[config.mk]
export PLATFORM = sky130hd
export DESIGN_NAME = sub_serial_4
export DESIGN_NICKNAME = d
export VERILOG_FILES = /design/src/rtl/sub_serial_4.sv
export SDC_FILE = /design/constraint.sdc
export NUM_CORES = 1
export LEC_CHECK = 0
export CORE_MARGIN = 5
export CORE_UTILIZATION = 50
export DETAILED_ROUTE_END_ITERATION = 6
export PLACE_DENSITY = 0.9
export SLEW_MARGIN = 20
export SYNTH_ARGS = -nofsm -noshare
export SYNTH_HDL_FRONTEND = slang
export SYNTH_SLANG_ARGS = --single-unit
[constraint.sdc]
create_clock -name clk -period 3.45 [get_ports clk]
set_clock_uncertainty 0.15 [all_clocks]
set_input_delay 0.69 -clock clk [delete_from_list [all_inputs] [get_ports clk]]
set_output_delay 0.69 -clock clk [all_outputs]
set_load 0.02 [all_outputs]
[src/rtl/sub_serial_4.sv]
// sub_serial_4: serial WIDTH-bit subtractor, D = A_in - B_in - B_1, one 4-bit slice per clock, LSB slice first
// Ports: clk/rst_n (async active-low); in_valid/in_ready accept A_in, B_in, B_1 in IDLE;
//        out_valid/out_ready hand over D (difference mod 2^WIDTH) and BO (borrow-out); busy high in RUN or DONE
module sub_serial_4 #(
  parameter int WIDTH = 16
) (
  input  logic             clk,
  input  logic             rst_n,
  input  logic             in_valid,
  output logic             in_ready,
  input  logic [WIDTH-1:0] A_in,
  input  logic [WIDTH-1:0] B_in,
  input  logic             B_1,
  output logic             out_valid,
  input  logic             out_ready,
  output logic [WIDTH-1:0] D,
  output logic             BO,
  output logic             busy
);
  localparam int N  = WIDTH / 4;
  localparam int CW = (N > 1) ? $clog2(N) : 1;
  typedef enum logic [1:0] {IDLE, RUN, DONE} state_t;
  state_t           state_q, state_d;
  logic [WIDTH-1:0] a_q, a_d, b_q, b_d, d_q, d_d;
  logic             borrow_q, borrow_d, bo_q, bo_d;
  logic [CW-1:0]    cnt_q, cnt_d;
  logic [4:0]       diff;
  always_comb begin
    // bit 4 of the 5-bit slice difference is the borrow into the next slice
    diff     = {1'b0, a_q[4*int'(cnt_q) +: 4]} - {1'b0, b_q[4*int'(cnt_q) +: 4]} - {4'b0, borrow_q};
    state_d  = state_q;
    a_d      = a_q;
    b_d      = b_q;
    d_d      = d_q;
    borrow_d = borrow_q;
    bo_d     = bo_q;
    cnt_d    = cnt_q;
    case (state_q)
      IDLE: if (in_valid) begin
        state_d  = RUN;
        a_d      = A_in;
        b_d      = B_in;
        borrow_d = B_1;
        cnt_d    = '0;
      end
      RUN: begin
        d_d[4*int'(cnt_q) +: 4] = diff[3:0];
        borrow_d = diff[4];
        if (cnt_q == CW'(N - 1)) begin
          bo_d    = diff[4];
          state_d = DONE;
        end else begin
          cnt_d = cnt_q + 1'b1;
        end
      end
      DONE:    state_d = out_ready ? IDLE : DONE;
      default: state_d = IDLE;
    endcase
  end
  always_ff @(posedge clk or negedge rst_n) begin
    if (!rst_n) begin
      state_q  <= IDLE;
      a_q      <= '0;
      b_q      <= '0;
      d_q      <= '0;
      borrow_q <= 1'b0;
      bo_q     <= 1'b0;
      cnt_q    <= '0;
    end else begin
      state_q  <= state_d;
      a_q      <= a_d;
      b_q      <= b_d;
      d_q      <= d_d;
      borrow_q <= borrow_d;
      bo_q     <= bo_d;
      cnt_q    <= cnt_d;
    end
  end
  assign in_ready  = (state_q == IDLE);
  assign out_valid = (state_q == DONE);
  assign busy      = (state_q != IDLE);
  assign D         = d_q;
  assign BO        = bo_q;
endmodule

==> flow_metrics.tcl <==
set metrics [dict create \
    status "completed" \
    numCtsBuffers 5 \
    drive_gt1_share_pct 21.26 \
    die-area_sq_um 6496 \
    clkLatencyLatePin_ns 0.31 \
    start_util_pct 52.08 \
    track_usage_pct 17.14 \
    post-place-ws_ns 0.7080 \
    r2r_cells 9 \
    core.rowCount 25 \
    clkSinkCount 54 \
    r2r_end "borrow_q$_DFFE_PN0P_" \
    syn_avg_cell_area_sq_um 12.85 \
    worstPathRequired_ns 3.47 \
    detail_route.drc_violations 0 \
    ctsHoldBuffers 0 \
    dpl.hpwl_um 3824 \
    slowest_stage "dfrtp_1" \
    rsz0062_at_grt "false" \
    antenna_left 0 \
    power_w 0.003447 \
    yosysWarnings 0 \
    ys_ff_latch 54 \
    syn_inst 194 \
    grt_max_degree 35 \
    pin_count 57 \
    overflow 0 \
    cts-root-buf "clkbuf_8" \
    antenna_found_initial 0 \
    grt_pass1_wl_um 8328 \
    cts.path.max_buffers 2 \
    htreeDepth 2 \
    crit_path_start "cnt_q[0]$_DFFE_PN0P_" \
    max_freq_mhz 354.0 \
    synth_area_sq_um 2492 \
    nets 302 \
    die_w_um 80.60 \
    slew_headroom_pct 65.11 \
    cts_tree "done" \
    grt_pass1_vias 1812 \
    place.gp.congestion 0.7704 \
    leakage_nw 1.373 \
    hold_class "in2async" \
    cts_setup_buffers 0 \
    cts.clk_slew.worst_paths_ns 0.09 \
    chipHeight_um 80.60 \
    setup_viol 0 \
    worstMarginPinSlew_ns 0.5233 \
    syn_nets 243 \
    crit_cells 9 \
    period_needed_ns 2.825 \
    worst-setup-path-type "reg2reg" \
    regToRegStartpoint "cnt_q[0]$_DFFE_PN0P_" \
    arrival_ns 2.85 \
    vias_per_cell 5.097 \
    drt-initial-drc-count 54 \
    r2r_setup_slack_ns 0.62 \
    seq_area_frac_synth_pct 54.22 \
    fin_crit_sh_pct 81.89 \
    critPathMaxFanout 7 \
    tns_ns 0 \
    endpoint_kind "flop" \
    post_drt_wl_per_cell_um 15.45 \
    drtPass1Iterations 5 \
    slew_violations 0 \
    crit_chain "mux4_2, inv_1, fa_1, inv_1, fa_1, nand2b_1, a21oi_1, xnor2_1, a21oi_1" \
    fin_ws_ns 0.6248 \
    critical-path-top-delay-family "adder cells" \
    powerDensity_nw_per_um2 1074 \
    hold_viol 0 \
    critPathMaxStageDelay_ns 0.57 \
    ir_worst_vdd_v 0.0004643 \
    syn_to_final_growth_pct 28.77 \
    crit_path_end "borrow_q$_DFFE_PN0P_" \
    start_kind "flop" \
    vias 1636 \
    core_sq_um 4786 \
    cts_resized 0 \
    ys_types 27 \
    routed_wl_um 4958 \
    cp_num_buf_inv 2 \
    io_buffer_count 56 \
    finalCoreUtilization_pct 67.06 \
    cap_violations 0 \
    holdWs_ns 0.1748 \
    diodes 0 \
]
-- cell usage in the layout (no fill, tap or decap), types with 4 or more instances in the layout --
master,Yosys,routed
clkdlybuf4s50_1,0,55
dfrtp_1,54,54
mux2_2,33,33
nand2_1,22,22
inv_1,13,13
o21ai_0,13,13
ha_1,10,10
nor2_1,8,8
mux4_2,8,8
clkbuf_8,0,6
o21ai_1,4,4
-- cell families (layout without fill, tap and decap cells) --
group | after synthesis | count (layout) | share of synthesized area [%]
flops | 54 | 54 | 54.22
mux | 41 | 41 | 22.14
simple gates | 40 | 40 | 6.978
compound gates | 24 | 24 | 5.271
buf+inv | 20 | 80 | 3.414
fa+ha+maj | 12 | 12 | 6.627
xor+xnor | 3 | 3 | 1.356
-- cells in the mapped netlist, drive strengths merged --
| cell type | instances | area share (%) |
|---|---|---|
| dfrtp | 54 | 54 |
| clkbuf | 1 | 0.15 |
| nor3 | 1 | 0.20 |
| and2 | 1 | 0.25 |
| inv | 13 | 2.0 |
| nand2b | 3 | 0.75 |
| mux2 | 33 | 15 |
| buf | 6 | 1.3 |
| a21oi | 4 | 0.95 |
| o31ai | 1 | 0.30 |
| ha | 10 | 5.0 |
| o21ai | 17 | 3.4 |
| xor2 | 1 | 0.65 |
| nand2 | 22 | 3.3 |
| a22o | 1 | 0.35 |
| nand3b | 1 | 0.30 |
| xnor2 | 2 | 0.70 |
| o22ai | 1 | 0.25 |
| nor2b | 1 | 0.25 |
| mux4 | 8 | 7.2 |
| nand4 | 2 | 0.50 |
| fa | 2 | 1.6 |
| nor2 | 8 | 1.2 |
| nand3 | 1 | 0.20 |
-- sequential cells by signal, indices dropped and copies added, names as in the netlist --
signal,cells
borrow_q,1
b_q,16
cnt_q,2
D,16
BO,1
a_q,16
state_q,2
-- worst reg2reg max path, cell delays in order, from the launching register on --
cell,delay (ns)
dfrtp_1,0.57
mux4_2,0.55
inv_1,0.09
fa_1,0.17
inv_1,0.07
fa_1,0.43
nand2b_1,0.16
a21oi_1,0.21
xnor2_1,0.19
a21oi_1,0.11
-- through the flow --
stage	area (sq um)	instances
after CTS	3209	321
after global placement	3118	313
final	3209	321
after global routing	3209	321
after detailed placement	3118	313
after floorplan	2492	194
-- worst min-delay path by stage --
| stage | cells after the start | slack [ns] | start | to |
|---|---|---|---|---|
| finish | 1 | 0.17 | rst_n | a_q[6]$_DFFE_PN0P_ |
| global route | 1 | 0.20 | rst_n | a_q[6]$_DFFE_PN0P_ |
| CTS | 1 | 0.18 | rst_n | a_q[6]$_DFFE_PN0P_ |
| detailed placement | 2 | 0.32 | D[2]$_DFFE_PN0P_ | D[2]$_DFFE_PN0P_ |
| global placement | 2 | 0.31 | D[1]$_DFFE_PN0P_ | D[1]$_DFFE_PN0P_ |
| floorplan | 0 | 0.24 | rst_n | BO$_DFFE_PN0P_ |
-- power breakdown --
group / internal (W) / switching (W) / total, W
combinational: 0.000934 / 0.00101 / 0.00194
sequential: 0.000936 / 0.000207 / 0.00114
clock: 0.000162 / 0.000197 / 0.000360
-- layer usage --
layer / track usage [%] / part of all wire (%) / up-vias
li1: - / - / 778
met1: 20.19 / 41 / 807
met2: 30.30 / 52 / 44
met3: 4.596 / 5.2 / 7
met4: 5.405 / 1.7 / 0
met5: 0 / 0 / -
-- layout make-up --
| class | instances | area (sq um) |
|---|---|---|
| flip-flops and latches | 54 | 1351 |
| clock inverters | 1 | 5.005 |
| well taps | 67 | 83.83 |
| clock buffers | 7 | 86.33 |
| inverters | 13 | 48.80 |
| repair buffers | 59 | 578.1 |
| fillers | 338 | 1577 |
| multi-input cells | 120 | 1056 |
Note: power is estimated with default switching activity, not from simulation.
